## config.mk

```make
export PLATFORM = sky130hd
export DESIGN_NAME = microwave_timer_sequencer_flat
export DESIGN_NICKNAME = d
export VERILOG_FILES = /design/src/rtl/microwave_timer_sequencer_pkg.sv /design/src/rtl/microwave_timer_sequencer_if.sv /design/src/rtl/microwave_timer_sequencer_bcd_mmss_down_counter.sv /design/src/rtl/microwave_timer_sequencer.sv /design/src/flat_wrapper.sv
export SDC_FILE = /design/constraint.sdc
export NUM_CORES = 1
export LEC_CHECK = 0
export ABC_AREA = 0
export BUFFER_PORTS_ARGS = -buffer_cell sky130_fd_sc_hd__buf_2
export CAP_MARGIN = 20
export CELL_PAD_IN_SITES_DETAIL_PLACEMENT = 1
export CELL_PAD_IN_SITES_GLOBAL_PLACEMENT = 1
export CORE_ASPECT_RATIO = 1.1
export CORE_MARGIN = 8
export CORE_UTILIZATION = 30
export DETAILED_ROUTE_END_ITERATION = 16
export PLACE_DENSITY = 0.68
export SYNTH_ARGS = -nofsm -noshare
export SYNTH_HDL_FRONTEND = slang
export SYNTH_SLANG_ARGS = --single-unit
```

## constraint.sdc

```tcl
create_clock -name clock -period 3.44 [get_ports clock]
set_input_delay 0 -clock clock [delete_from_list [all_inputs] [get_ports clock]]
set_output_delay 0 -clock clock [all_outputs]
set_load 0.03 [all_outputs]
```

## src/rtl/microwave_timer_sequencer_pkg.sv

```systemverilog
// Shared types and constants for the microwave keypad/timer sequencer.
// Latency: n/a (types only); backpressure: n/a.
package microwave_timer_sequencer_pkg;

    localparam int BCD_W        = 4;
    localparam int SEC_TENS_MAX = 5;
    localparam int BCD_MAX      = 9;

    typedef enum logic [1:0] {
        ST_IDLE  = 2'd0,
        ST_COOK  = 2'd1,
        ST_PAUSE = 2'd2,
        ST_DONE  = 2'd3
    } state_t;

    typedef struct packed {
        logic [BCD_W-1:0] min_ones;
        logic [BCD_W-1:0] sec_tens;
        logic [BCD_W-1:0] sec_ones;
    } mmss_t;

    // True when one more decrement lands exactly on 0:00.
    function automatic logic dec_hits_zero(input mmss_t t);
        return (t.min_ones == '0) && (t.sec_tens == '0) && (t.sec_ones == BCD_W'(1));
    endfunction

endpackage

```

## src/rtl/microwave_timer_sequencer_if.sv

```systemverilog
// Keypad/timer front-end bundle between the input stage and the sequencer.
// Latency: wires only; backpressure: none (strobes are edge-detected by the slave).
interface microwave_timer_sequencer_if;
    import microwave_timer_sequencer_pkg::*;

    logic [BCD_W-1:0] D;
    logic             load_n;
    logic             pgt_1Hz;
    logic             start;
    logic             stop;
    logic             door_closed;
    logic             enable_n;
    logic [BCD_W-1:0] min_ones;
    logic [BCD_W-1:0] sec_tens;
    logic [BCD_W-1:0] sec_ones;
    logic             mag_on;
    logic             done;

    modport master (
        output D, load_n, pgt_1Hz, start, stop, door_closed,
        input  enable_n, min_ones, sec_tens, sec_ones, mag_on, done
    );

    modport slave (
        input  D, load_n, pgt_1Hz, start, stop, door_closed,
        output enable_n, min_ones, sec_tens, sec_ones, mag_on, done
    );
endinterface

```

## src/rtl/microwave_timer_sequencer_bcd_mmss_down_counter.sv

```systemverilog
// M:SS BCD register: left-shift keypad entry and one-second BCD decrement.
// Latency: 1 cycle from shift/dec to digits; backpressure: none.
module bcd_mmss_down_counter
    import microwave_timer_sequencer_pkg::*;
(
    input  logic             clock,
    input  logic             clear,
    input  logic             shift,
    input  logic [BCD_W-1:0] shift_digit,
    input  logic             dec,
    output mmss_t            digits,
    output logic             zero
);
    mmss_t digits_q, digits_d;

    always_comb begin
        digits_d = digits_q;
        if (shift) begin
            digits_d.min_ones = digits_q.sec_tens;
            digits_d.sec_tens = digits_q.sec_ones;
            digits_d.sec_ones = shift_digit;
        end else if (dec && !zero) begin
            // An out-of-range tens digit (e.g. 0:75) collapses to :59 rather than counting.
            if (digits_q.sec_tens > BCD_W'(SEC_TENS_MAX)) begin
                digits_d.sec_tens = BCD_W'(SEC_TENS_MAX);
                digits_d.sec_ones = BCD_W'(BCD_MAX);
            end else if (digits_q.sec_ones != '0) begin
                digits_d.sec_ones = digits_q.sec_ones - BCD_W'(1);
            end else begin
                digits_d.sec_ones = BCD_W'(BCD_MAX);
                if (digits_q.sec_tens != '0) begin
                    digits_d.sec_tens = digits_q.sec_tens - BCD_W'(1);
                end else begin
                    digits_d.sec_tens = BCD_W'(SEC_TENS_MAX);
                    digits_d.min_ones = digits_q.min_ones - BCD_W'(1);
                end
            end
        end
    end

    always_ff @(posedge clock) begin
        if (clear) begin
            digits_q <= '0;
        end else begin
            digits_q <= digits_d;
        end
    end

    assign digits = digits_q;
    assign zero   = (digits_q == '0);
endmodule

```

## src/rtl/microwave_timer_sequencer.sv

```systemverilog
// Microwave keypad/timer sequencer: entry, countdown, pause and done hold-off FSM.
// Latency: events act one edge after detection, outputs registered; backpressure: none.
module microwave_timer_sequencer
    import microwave_timer_sequencer_pkg::*;
#(
    parameter int DONE_SECONDS = 3
) (
    input  logic                       clock,
    input  logic                       clear,
    microwave_timer_sequencer_if.slave bus
);
    localparam int CNT_W = (DONE_SECONDS > 1) ? $clog2(DONE_SECONDS) : 1;

    state_t           state_q, state_d;
    logic             prev_load_n_q, prev_load_n_d;
    logic             prev_pgt_q, prev_pgt_d;
    logic [CNT_W-1:0] done_cnt_q, done_cnt_d;
    logic             enable_n_q, enable_n_d;
    logic             mag_on_q, mag_on_d;
    logic             done_q, done_d;

    logic  load_ev, tick_ev;
    logic  shift, dec, clr_digits, zero;
    mmss_t digits;

    assign load_ev = prev_load_n_q & ~bus.load_n;
    assign tick_ev = ~prev_pgt_q & bus.pgt_1Hz;

    bcd_mmss_down_counter u_counter (
        .clock       (clock),
        .clear       (clear | clr_digits),
        .shift       (shift),
        .shift_digit (bus.D),
        .dec         (dec),
        .digits      (digits),
        .zero        (zero)
    );

    always_comb begin
        state_d       = state_q;
        done_cnt_d    = '0;
        shift         = 1'b0;
        dec           = 1'b0;
        clr_digits    = 1'b0;
        prev_load_n_d = bus.load_n;
        prev_pgt_d    = bus.pgt_1Hz;

        unique case (state_q)
            ST_IDLE: begin
                if (bus.stop) begin
                    clr_digits = 1'b1;
                end else if (bus.start) begin
                    if (bus.door_closed && !zero) state_d = ST_COOK;
                end else if (load_ev && (bus.D <= BCD_W'(BCD_MAX))) begin
                    shift = 1'b1;
                end
            end
            ST_COOK: begin
                // Stop and door-open both swallow a coincident tick.
                if (bus.stop || !bus.door_closed) begin
                    state_d = ST_PAUSE;
                end else if (tick_ev) begin
                    dec = 1'b1;
                    if (dec_hits_zero(digits)) state_d = ST_DONE;
                end
            end
            ST_PAUSE: begin
                if (bus.stop) begin
                    clr_digits = 1'b1;
                    state_d    = ST_IDLE;
                end else if (bus.start && bus.door_closed) begin
                    state_d = ST_COOK;
                end
            end
            ST_DONE: begin
                done_cnt_d = done_cnt_q;
                if (bus.stop) begin
                    state_d = ST_IDLE;
                end else if (tick_ev) begin
                    if (done_cnt_q == CNT_W'(DONE_SECONDS - 1)) begin
                        state_d    = ST_IDLE;
                        done_cnt_d = '0;
                    end else begin
                        done_cnt_d = done_cnt_q + CNT_W'(1);
                    end
                end
            end
            default: state_d = ST_IDLE;
        endcase

        enable_n_d = (state_d == ST_COOK) || (state_d == ST_DONE);
        mag_on_d   = (state_d == ST_COOK);
        done_d     = (state_d == ST_DONE);
    end

    always_ff @(posedge clock) begin
        if (clear) begin
            state_q       <= ST_IDLE;
            prev_load_n_q <= 1'b1;
            prev_pgt_q    <= 1'b0;
            done_cnt_q    <= '0;
            enable_n_q    <= 1'b0;
            mag_on_q      <= 1'b0;
            done_q        <= 1'b0;
        end else begin
            state_q       <= state_d;
            prev_load_n_q <= prev_load_n_d;
            prev_pgt_q    <= prev_pgt_d;
            done_cnt_q    <= done_cnt_d;
            enable_n_q    <= enable_n_d;
            mag_on_q      <= mag_on_d;
            done_q        <= done_d;
        end
    end

    assign bus.enable_n = enable_n_q;
    assign bus.mag_on   = mag_on_q;
    assign bus.done     = done_q;
    assign bus.min_ones = digits.min_ones;
    assign bus.sec_tens = digits.sec_tens;
    assign bus.sec_ones = digits.sec_ones;
endmodule

```

## src/flat_wrapper.sv

```systemverilog
// flat-port wrapper written by rule: the top's interface ports become plain ports
module microwave_timer_sequencer_flat import microwave_timer_sequencer_pkg::*;
#(
    parameter int DONE_SECONDS = 3
)
  (clock, clear, bus_D, bus_load_n, bus_pgt_1Hz, bus_start, bus_stop, bus_door_closed, bus_enable_n, bus_min_ones, bus_sec_tens, bus_sec_ones, bus_mag_on, bus_done);
  microwave_timer_sequencer_if bus_i ();
  input  logic clock;
  input  logic clear;
  input wire logic [$bits(bus_i.D)-1:0] bus_D;
  input wire logic [$bits(bus_i.load_n)-1:0] bus_load_n;
  input wire logic [$bits(bus_i.pgt_1Hz)-1:0] bus_pgt_1Hz;
  input wire logic [$bits(bus_i.start)-1:0] bus_start;
  input wire logic [$bits(bus_i.stop)-1:0] bus_stop;
  input wire logic [$bits(bus_i.door_closed)-1:0] bus_door_closed;
  output wire logic [$bits(bus_i.enable_n)-1:0] bus_enable_n;
  output wire logic [$bits(bus_i.min_ones)-1:0] bus_min_ones;
  output wire logic [$bits(bus_i.sec_tens)-1:0] bus_sec_tens;
  output wire logic [$bits(bus_i.sec_ones)-1:0] bus_sec_ones;
  output wire logic [$bits(bus_i.mag_on)-1:0] bus_mag_on;
  output wire logic [$bits(bus_i.done)-1:0] bus_done;
  assign bus_i.D = bus_D;
  assign bus_i.load_n = bus_load_n;
  assign bus_i.pgt_1Hz = bus_pgt_1Hz;
  assign bus_i.start = bus_start;
  assign bus_i.stop = bus_stop;
  assign bus_i.door_closed = bus_door_closed;
  assign bus_enable_n = bus_i.enable_n;
  assign bus_min_ones = bus_i.min_ones;
  assign bus_sec_tens = bus_i.sec_tens;
  assign bus_sec_ones = bus_i.sec_ones;
  assign bus_mag_on = bus_i.mag_on;
  assign bus_done = bus_i.done;
  microwave_timer_sequencer #(.DONE_SECONDS(DONE_SECONDS)) u_core (.clock(clock), .clear(clear), .bus(bus_i));
endmodule
```

==> impl_metrics.tcl <==
set metrics [dict create \
    status "completed" \
    path_max_fanout 20 \
    clock_path_buffers 2 \
    dp_hpwl_um 2860 \
    power_mw 0.471 \
    path_class "input pin to flop" \
    powerDensity_nw_per_um2 317 \
    io_buffers 25 \
    final_nets 192 \
    place_area_um2 1430 \
    slew_violations 0 \
    crit_family "simple AND/OR/NAND/NOR gates" \
    avgSynthCellArea_um2 8.73 \
    p_sw_mw 0.120 \
    yosysTopAreaCell "dfxtp_1" \
    switching_share_pct 25.5 \
    worstPathArrival_ns 2.53 \
    fin_crit_ns 2.37 \
    path_clk_slew_ns 0.08 \
    post_cts_buffers 0 \
    fmax_ghz 0.421 \
    cts_tree "done" \
    place.gp.congestion 0.838 \
    finalHoldViolations 0 \
    p_int_mw 0.351 \
    grt_pass1_wl_um 5820 \
    p_seq_share_pct 53.1 \
    drtPass1Iterations 4 \
    p_clk_share_pct 34.5 \
    wl_per_cell_um 15.4 \
    die_y_um 84.8 \
    ios 26 \
    synth_seq_area_share_pct 32.5 \
    holdWs_ns 0.0172 \
    tns_ns 0 \
    grt_overflow 0 \
    p_leak_nw 0.561 \
    routed_via_density 5.11 \
    final_cell_mix "buf_2 (25), dfxtp_1 (21), nand2_1 (13), inv_1 (9), o21ai_0 (9)" \
    worst-path-buf-inv 2 \
    post_cts_resized 0 \
    start_util_pct 30.6 \
    cap_viol_max_count 0 \
    layout_commonest_cell "buf_2" \
    critical-path-max-stage-delay_ns 0.69 \
    fin_skew_ns 0.00164 \
    cp_slowest_cell "nand3_1" \
    cts_inserted_buffers 3 \
    syn_nets 166 \
    grt_pass1_vias 1238 \
    antenna_found_initial 0 \
    cts_sinks 21 \
    drt_iter0_drc 25 \
    netlist_instances 148 \
    grt_max_degree 21 \
    synthDistinctLibCells 50 \
    cts_root_buf "clkbuf_8" \
    worstPathCellList "dlygate4sd3_1 > buf_2 > nor4b_1 > nand3_1 > nand2_1 > o22ai_1 > a221oi_1" \
    diodes 0 \
    setup_viol 0 \
    min_period_over_period_pct 69.0 \
    synth-warning-count 0 \
    drc 0 \
    drtAntennaViolNets 0 \
    r2r_setup_slack_ns 1.09 \
    htreeDepth 1 \
    yosys.area.top_type_share_pct 32.5 \
    die_w_um 78.6 \
    hp-class "input pin to flop" \
    combinationalPowerShare_pct 12.4 \
    critPathLaunchType "input pin" \
    ctsHoldBuffers 1 \
    drt_wl_total_um 3510 \
    synthesis.area_um2 1290 \
    final_util_pct 35.2 \
    worst_pin_slew_ns 0.852 \
    rsz0062_at_grt "no" \
    postLayoutCellArea_um2 1490 \
    clk_latency_ns 0.25 \
    area_delta_synth_final_pct 15.1 \
    synth-seq-cells 21 \
    slew_headroom_pct 43.0 \
    grtUsageTotal_pct 10.4 \
    core-area_um2 4220 \
    yosys-top-cells-area "dfxtp_1 (33%), ha_1 (6.8%), nand2_1 (3.8%), o21ai_0 (3.5%), nor3b_1 (3.5%)" \
    placementRows 25 \
    final_layout_size_suffix_gt1_share_pct 23.1 \
    endpoint_kind "flop" \
    vias 1161 \
    peakVddDrop_mv 0.0921 \
    required_ns 3.60 \
    die_area_um2 6670 \
]
## worst paths after layout
check / cells after the start / to / start
max: 7 / u_core.u_counter.digits[3]$_SDFFE_PP0P_ / bus_load_n
min: 2 / u_core.prev_pgt_q$_SDFF_PP0_ / bus_pgt_1Hz
max reg2reg: 5 / u_core.u_counter.digits[3]$_SDFFE_PP0P_ / u_core.state_q[1]$_SDFF_PP0_
min reg2reg: 2 / u_core.done_cnt_q[1]$_SDFFE_PP0P_ / u_core.done_cnt_q[0]$_SDFFE_PP0P_
## worst reg2reg max path, cell delays in order (launching register included)
cell and delay, ns:
dfxtp_1 0.37, nor2_1 0.33, nand3_1 0.69, nand2_1 0.39, o22ai_1 0.14, a221oi_1 0.32
## area by class of cell
class                   instances  area (µm²)
repair buffers                 26         135
fillers                       519        2740
flip-flops and latches         21         420
inverters                       9        33.8
clock buffers                   4        45.0
multi-input cells             113         786
well taps                      54        67.6
## cell families (layout without fill, tap and decap cells)
logic type / count (synthesis) / after routing / share of synthesized area (%)
buffers and inverters: 14 / 39 / 6.68
xor gates and xnor gates: 3 / 3 / 2.03
adders and majority gates: 7 / 7 / 6.78
DFF: 21 / 21 / 32.5
muxes: 2 / 2 / 1.65
AOI/OAI and AO/OA: 37 / 37 / 21.1
and+or+nand+nor: 64 / 64 / 29.2
## power groups by stage
stage / Combinational, mW / Clock, mW / Sequential, mW
global placement: 0.0567 / 0 / 0.256
global route: 0.0644 / 0.181 / 0.251
CTS: 0.0594 / 0.168 / 0.250
detailed placement: 0.0583 / 0 / 0.256
finish: 0.0586 / 0.163 / 0.250
floorplan: 0.0384 / 0 / 0.259
## cells in the mapped netlist (all sizes together)
cell type,count
a31oi,1
a22oi,1
mux2,1
and3,1
nor3b,6
buf,1
nand3,6
nand4bb,1
o22ai,4
dfxtp,21
a221oi,1
nor3,7
xnor2,1
nor4,2
o211a,1
o31ai,2
or2,2
a21o,1
or2b,1
and3b,1
o21ai,10
a32oi,1
or4bb,1
nor2,8
clkbuf,3
and2,1
nand2b,4
a211oi,2
nor2b,5
or3,1
a21oi,6
o2111ai,2
mux2i,1
nor4b,2
ha,7
or4,2
o21a,2
a211o,1
clkdlybuf4s15,1
a41oi,1
xor2,2
o211ai,1
inv,9
nand2,13
## through the flow
stage | worst slack (ns) | cells
after floorplan | 1.31 | 148
after global routing | 0.843 | 227
after CTS | 1.04 | 227
after global placement | 1.22 | 222
after detailed placement | 1.08 | 222
final | 1.07 | 227
## layer usage
| layer | vias to the layer above | GRT usage (%) | part of all wire (%) |
|---|---|---|---|
| met5 | - | 0 | 0 |
| met4 | 0 | 1.52 | 0.40 |
| met3 | 2 | 2.33 | 3.3 |
| met2 | 14 | 19.2 | 51 |
| li1 | 589 | - | - |
| met1 | 556 | 11.9 | 45 |
## state kept, by name, summed over array words and instances (netlist names)
| name | flops |
|---|---|
| u_core.bus.done | 1 |
| u_core.state_q | 2 |
| u_core.u_counter.digits | 12 |
| u_core.prev_load_n_q | 1 |
| u_core.done_cnt_q | 2 |
| u_core.prev_pgt_q | 1 |
| u_core.bus.enable_n | 1 |
| u_core.bus.mag_on | 1 |
Note: power is estimated with default switching activity, not from simulation.
